<file path="src/rtl/uart_rx.sv">
// 8N1 UART receiver: two-flop input synchronizer, half-bit start qualification,
// LSB-first deserializer and a show-ahead receive FIFO with sticky error flags.
module uart_rx #(
  parameter int CLK_FREQ   = 50_000_000,
  parameter int BAUD_RATE  = 115_200,
  parameter int DATA_WIDTH = 8,
  parameter int FIFO_DEPTH = 16
) (
  input  logic                  clk_i,
  input  logic                  rst_i,
  input  logic                  rx_en_i,
  input  logic                  rx_bit_i,
  input  logic                  rx_ren_i,
  input  logic                  err_clr_i,
  output logic [DATA_WIDTH-1:0] dout_o,
  output logic                  empty_o,
  output logic                  full_o,
  output logic                  frame_err_o,
  output logic                  overrun_o
);

  localparam int BAUD_DIV = CLK_FREQ / BAUD_RATE;
  localparam int HALF_DIV = BAUD_DIV / 2;
  localparam int CNT_W    = $clog2(BAUD_DIV);
  localparam int BIT_W    = (DATA_WIDTH > 1) ? $clog2(DATA_WIDTH) : 1;
  localparam int AW       = $clog2(FIFO_DEPTH);

  localparam logic [CNT_W-1:0] BAUD_LAST = CNT_W'(BAUD_DIV - 1);
  localparam logic [CNT_W-1:0] HALF_LAST = CNT_W'(HALF_DIV - 1);
  localparam logic [BIT_W-1:0] BIT_LAST  = BIT_W'(DATA_WIDTH - 1);

  typedef enum logic [1:0] {IDLE, START, DATA, STOP} state_t;

  state_t                  state_q, state_d;
  logic [CNT_W-1:0]        baud_cnt_q, baud_cnt_d;
  logic [BIT_W-1:0]        bit_idx_q, bit_idx_d;
  logic [DATA_WIDTH-1:0]   shift_q, shift_d;
  logic                    sync_q, rx_s_q;
  logic                    push, stop_bad;

  logic [AW:0]             wr_ptr_q, rd_ptr_q;
  logic [DATA_WIDTH-1:0]   mem_q [FIFO_DEPTH];
  logic                    frame_err_q, overrun_q;
  logic                    empty, full, pop, wr_en, overrun_set;

  // Synchronizer idles high so a reset never looks like a start edge.
  always_ff @(posedge clk_i or posedge rst_i) begin
    if (rst_i) begin
      sync_q <= 1'b1;
      rx_s_q <= 1'b1;
    end else begin
      sync_q <= rx_bit_i;
      rx_s_q <= sync_q;
    end
  end

  always_ff @(posedge clk_i or posedge rst_i) begin
    if (rst_i) begin
      state_q    <= IDLE;
      baud_cnt_q <= '0;
      bit_idx_q  <= '0;
      shift_q    <= '0;
    end else begin
      state_q    <= state_d;
      baud_cnt_q <= baud_cnt_d;
      bit_idx_q  <= bit_idx_d;
      shift_q    <= shift_d;
    end
  end

  always_comb begin
    state_d    = state_q;
    baud_cnt_d = baud_cnt_q + 1'b1;
    bit_idx_d  = bit_idx_q;
    shift_d    = shift_q;
    push       = 1'b0;
    stop_bad   = 1'b0;
    case (state_q)
      IDLE: begin
        baud_cnt_d = '0;
        if (rx_en_i && !rx_s_q) state_d = START;
      end
      START: begin
        if (baud_cnt_q == HALF_LAST) begin
          baud_cnt_d = '0;
          bit_idx_d  = '0;
          state_d    = rx_s_q ? IDLE : DATA;
        end
      end
      DATA: begin
        if (baud_cnt_q == BAUD_LAST) begin
          baud_cnt_d         = '0;
          shift_d[bit_idx_q] = rx_s_q;
          if (bit_idx_q == BIT_LAST) state_d = STOP;
          else                       bit_idx_d = bit_idx_q + 1'b1;
        end
      end
      STOP: begin
        if (baud_cnt_q == BAUD_LAST) begin
          baud_cnt_d = '0;
          state_d    = IDLE;
          push       = rx_s_q;
          stop_bad   = !rx_s_q;
        end
      end
      default: state_d = IDLE;
    endcase
  end

  assign empty       = (wr_ptr_q == rd_ptr_q);
  assign full        = (wr_ptr_q[AW-1:0] == rd_ptr_q[AW-1:0]) && (wr_ptr_q[AW] != rd_ptr_q[AW]);
  assign pop         = rx_ren_i && !empty;
  // A pop in the same cycle frees the slot, so a full FIFO still accepts the byte.
  assign wr_en       = push && (!full || pop);
  assign overrun_set = push && full && !pop;

  always_ff @(posedge clk_i or posedge rst_i) begin
    if (rst_i) begin
      wr_ptr_q <= '0;
      rd_ptr_q <= '0;
      for (int i = 0; i < FIFO_DEPTH; i++) mem_q[i] <= '0;
    end else begin
      if (wr_en) begin
        mem_q[wr_ptr_q[AW-1:0]] <= shift_q;
        wr_ptr_q                <= wr_ptr_q + 1'b1;
      end
      if (pop) rd_ptr_q <= rd_ptr_q + 1'b1;
    end
  end

  always_ff @(posedge clk_i or posedge rst_i) begin
    if (rst_i) begin
      frame_err_q <= 1'b0;
      overrun_q   <= 1'b0;
    end else begin
      if (stop_bad)       frame_err_q <= 1'b1;
      else if (err_clr_i) frame_err_q <= 1'b0;
      if (overrun_set)    overrun_q   <= 1'b1;
      else if (err_clr_i) overrun_q   <= 1'b0;
    end
  end

  assign dout_o      = mem_q[rd_ptr_q[AW-1:0]];
  assign empty_o     = empty;
  assign full_o      = full;
  assign frame_err_o = frame_err_q;
  assign overrun_o   = overrun_q;

endmodule

</file>
<file path="config.mk">
export PLATFORM = sky130hd
export DESIGN_NAME = uart_rx
export DESIGN_NICKNAME = d
export VERILOG_FILES = /design/src/rtl/uart_rx.sv
export SDC_FILE = /design/constraint.sdc
export NUM_CORES = 1
export LEC_CHECK = 0
export ABC_AREA = 0
export CAP_MARGIN = 20
export CORE_ASPECT_RATIO = 0.6
export CORE_MARGIN = 3
export CORE_UTILIZATION = 50
export DETAILED_ROUTE_END_ITERATION = 8
export MAX_ROUTING_LAYER = met4
export PLACE_DENSITY = 0.66
export SYNTH_ARGS = -nofsm -noshare
export SYNTH_HDL_FRONTEND = slang
export SYNTH_SLANG_ARGS = --single-unit
</file>
<file path="constraint.sdc">
create_clock -name clk_i -period 7.2 [get_ports clk_i]
set_input_delay 1.8 -clock clk_i [delete_from_list [all_inputs] [get_ports clk_i]]
set_output_delay 1.8 -clock clk_i [all_outputs]
set_load 0.05 [all_outputs]
</file>
==> summary.md <==
| Metric | Value |
|---|---|
| Status | `completed` |
| Routed len/inst | `between 20 and 25 µm` |
| I/O Buffers | `17` |
| Routed vias/inst | `5.841` |
| Top post-synthesis cells by area | `dfrtp_1 (52%), mux2_2 (18%), mux4_2 (9.2%)` |
| DR pass1 iterations | `4` |
| Crit path DAT | `3190 ps` |
| Drt drc | `0` |
| Hold Crit Start | `sync_q` |
| R2r setup slk | `4450 ps` |
| Main synth FF type | `dfrtp_1` |
| Final core occ | `0.5850` |
| Worst Hold Class | `reg2reg` |
| Synthesized net count | `549` |
| Hold Path Stages | `0` |
| Worst relative slew slack | `0.3484` |
| Post-Syn Area | `0.007829 mm²` |
| # diodes | `0` |
| Die W | `167.5 µm` |
| Setup bufs post-CTS | `0` |
| Worst slack at placement | `roughly 2600 ps` |
| Total congestion overflow | `0` |
| CP Launch Type | `flop` |
| Tot GR Track Use | `0.2091` |
| Switch share | `0.3038` |
| Area growth, synth to finish | `11.27%` |
| Share of the synthesized area in the top cell type | `0.5178` |
| Pin count of the biggest net entering global routing | `110` |
| Placeable Area | `0.01489 mm²` |
| Cell taking the most area after synthesis | `dfrtp_1` |
| IO Count | `18` |
| Die H | `102.9 µm` |
| Slew Limit Fails | `0` |
| CP max-delay cell | `clkdlybuf4s50_1` |
| Final RePlAce weighted congestion | `0.8139` |
| Met3 track demand over resource | `0.04559` |
| Crit path time final | `around 5000 ps` |
| Synth Register Bits | `around 160` |
| Fin worst setup slack | `roughly 2200 ps` |
| Drt total wl | `16.17 mm` |
| CP max FO | `28` |
| Worst endpoint required time | `5400 ps` |
| Nets | `561` |
| P_sw | `0.6773 mW` |
| Placed cell areas | `0.008163 mm²` |
| Flop pwr share | `0.458` |
| Met2 Use GR | `0.2943` |
| Fmax | `between 0.2 and 0.25 GHz` |
| Vias in the first global route | `about 4.6k` |
| H-tree lvl count | `4` |
| Worst r2r src | `rd_ptr_q[0]` |
| Clock buffer depth | `2` |
| Crit Path Category | `reg2out` |
| Syn avg cell area | `roughly 15 µm²` |
| Reg2reg end | `mem_q[81]` |
| TritonCTS sink count | `164` |
| Hold Fails Final Rpt | `0` |
| Endpoints failing setup | `0` |
| Worst-Skew Late Latency | `420 ps` |
| Row count | `34` |
| Post-synthesis async set-or-reset flop share | `1.000` |
| Yosys Warn Count | `0` |
| Worst vdd ir | `176.7 µV` |
| Post-synth EDFFs | `0` |
| Reg clk slew, reported paths | `70 ps` |
| ANT nets after route | `0` |
| RSZ-0062 raised after global routing | `false` |
| Final instance area | `0.008711 mm²` |
| R2R cell count | `6` |
| Cells after Synth | `~530` |
| Period utilization | `0.6929` |
| Worst Max-Slew Pin Slew | `about 980 ps` |
| DRT iter0 DRCs | `349` |
| Die area | `0.01724 mm²` |
| Reported max-cap violation count | `0` |
| Most used routing layer | `met1` |
| Via count | `4,416` |
| Internal power | `1.552 mW` |
| Met1 Use GR | `0.3116` |
| TritonCTS Buffers | `17` |
| Clock share of power | `0.379` |
| Hold buffers post-CTS | `0` |
| Hpwl dp | `11.01 mm` |
| Fin Setup TNS | `0 ps` |
| CTS-repair resized insts | `0` |
| CTS tree | `built` |
| Initial antenna violation count | `0` |
| Pleak | `4.118 nW` |
| First-pass GRT wire length | `26.50 mm` |
| Cell variety after synth | `roughly 50` |
| Starting density of the core | `0.5258` |
| Worst hold endpoint | `rx_s_q` |
| Sequential element share of the synthesized area | `0.5245` |
| Fin Clk Skew | `14.07 ps` |
| Min Hold Slack | `356.4 ps` |
| Comb pwr share | `0.163` |
| Crit-path cells | `buf_4 > mux4_2 > a22oi_1 > nand2_1 > clkdlybuf4s50_1` |
| Pwr/cell area | `256.0 mW/mm²` |
| Root Driver | `clkbuf_16` |
| Layout cells sized above 1 | `0.4158` |
| Critical Path End Type | `primary output` |
| CP max stage delay | `710 ps` |
[critical path: cells and delay by family (launching register included)]
| family | cells | cell delay, ps |
|---|---|---|
| buf+inv | 2 | 1250 |
| mux | 1 | 580 |
| flops | 1 | 530 |
| compound gates | 1 | 280 |
| simple gates | 1 | 110 |
[placed cells by master, fill, tap and decap left out, types with 5 or more instances in the layout]
master           count
inv_6                6
nand2_1             17
clkbuf_16           17
nand3_2              8
nand3_1              7
clkdlybuf4s50_1     17
dfrtp_1            161
mux2_4               8
nor2b_1              5
nor3_1               6
clkinvlp_4           5
mux4_2              32
xnor2_1              9
nor2_1              17
inv_1                9
mux2_1               5
xor2_1               8
ha_1                10
a22oi_1             16
mux2_2             126
[power groups by stage]
stage | clock network (mW) | registers [mW] | logic [mW]
after detailed placement | 0 | 1.04 | 0.366
after floorplan | 0 | 1.00 | 0.314
after CTS | 0.858 | 1.02 | 0.368
after global placement | 0 | 1.04 | 0.361
final | 0.845 | 1.02 | 0.362
after global routing | 0.904 | 1.03 | 0.394
[registers in the layout (all words and copies together) (netlist names), named ones only]
signal / flops
baud_cnt_q: 9
bit_idx_q: 3
frame_err_o: 1
mem_q: 128
overrun_o: 1
rd_ptr_q: 5
rx_s_q: 1
shift_q: 8
state_q: 1
sync_q: 1
wr_ptr_q: 5
[cell families after synthesis]
logic type	Yosys count	share of synthesized area
mux	171	0.2958
flops	164	0.5245
simple gates	100	0.08390
buf+inv	37	0.01918
compound gates	31	0.03532
xor+xnor	20	0.02525
fa+ha+maj	10	0.01598
[metal layers]
metal  up-vias  part of all wire
met4         0            0.0076
li1       2011                 -
met3        13             0.077
met1      2295              0.49
met5         -                 0
met2        97              0.42
[synth_stat cells, types with 5 or more instances]
library cell and n:
nor2_1 17, mux2_4 8, nand2_1 17, inv_1 10, nand3_1 7, mux4_2 32
nor2b_1 5, mux2_1 5, dfrtp_1 162, ha_1 10, xor2_1 8, nor3_1 6
xnor2_1 9, mux2_2 126, clkbuf_1 16, buf_2 5, a22oi_1 16, nand3_2 8
[metrics by stage]
stage | power [mW] | std cells
6_report | 2.230 | 756
5_1_grt | 2.330 | 756
4_1_cts | 2.249 | 756
3_5_place_dp | 1.405 | 724
3_3_place_gp | 1.398 | 724
2_1_floorplan | 1.314 | 533
[worst max path at each step]
stage / from / endpoint / cells past startpoint
5_1_grt: rd_ptr_q[0] / dout_o[4] / 5
3_3_place_gp: rd_ptr_q[0] / dout_o[4] / 5
3_5_place_dp: rd_ptr_q[0] / dout_o[4] / 5
6_report: rd_ptr_q[0] / dout_o[4] / 5
2_1_floorplan: rst_i / async pin / 1
4_1_cts: rd_ptr_q[0] / dout_o[4] / 5
[layout make-up]
class / instances / area [µm²]
Multi-Input combinational cell: 332 / 3572
Inverter: 10 / 42.54
Timing Repair Buffer: 20 / 192.7
Clock inverter: 14 / 118.9
Sequential cell: 164 / 4108
Clock buffer: 18 / 429.2
Fill cell: 1165 / 6178
Tap cell: 198 / 247.7
Note: power is estimated with default switching activity, not from simulation.
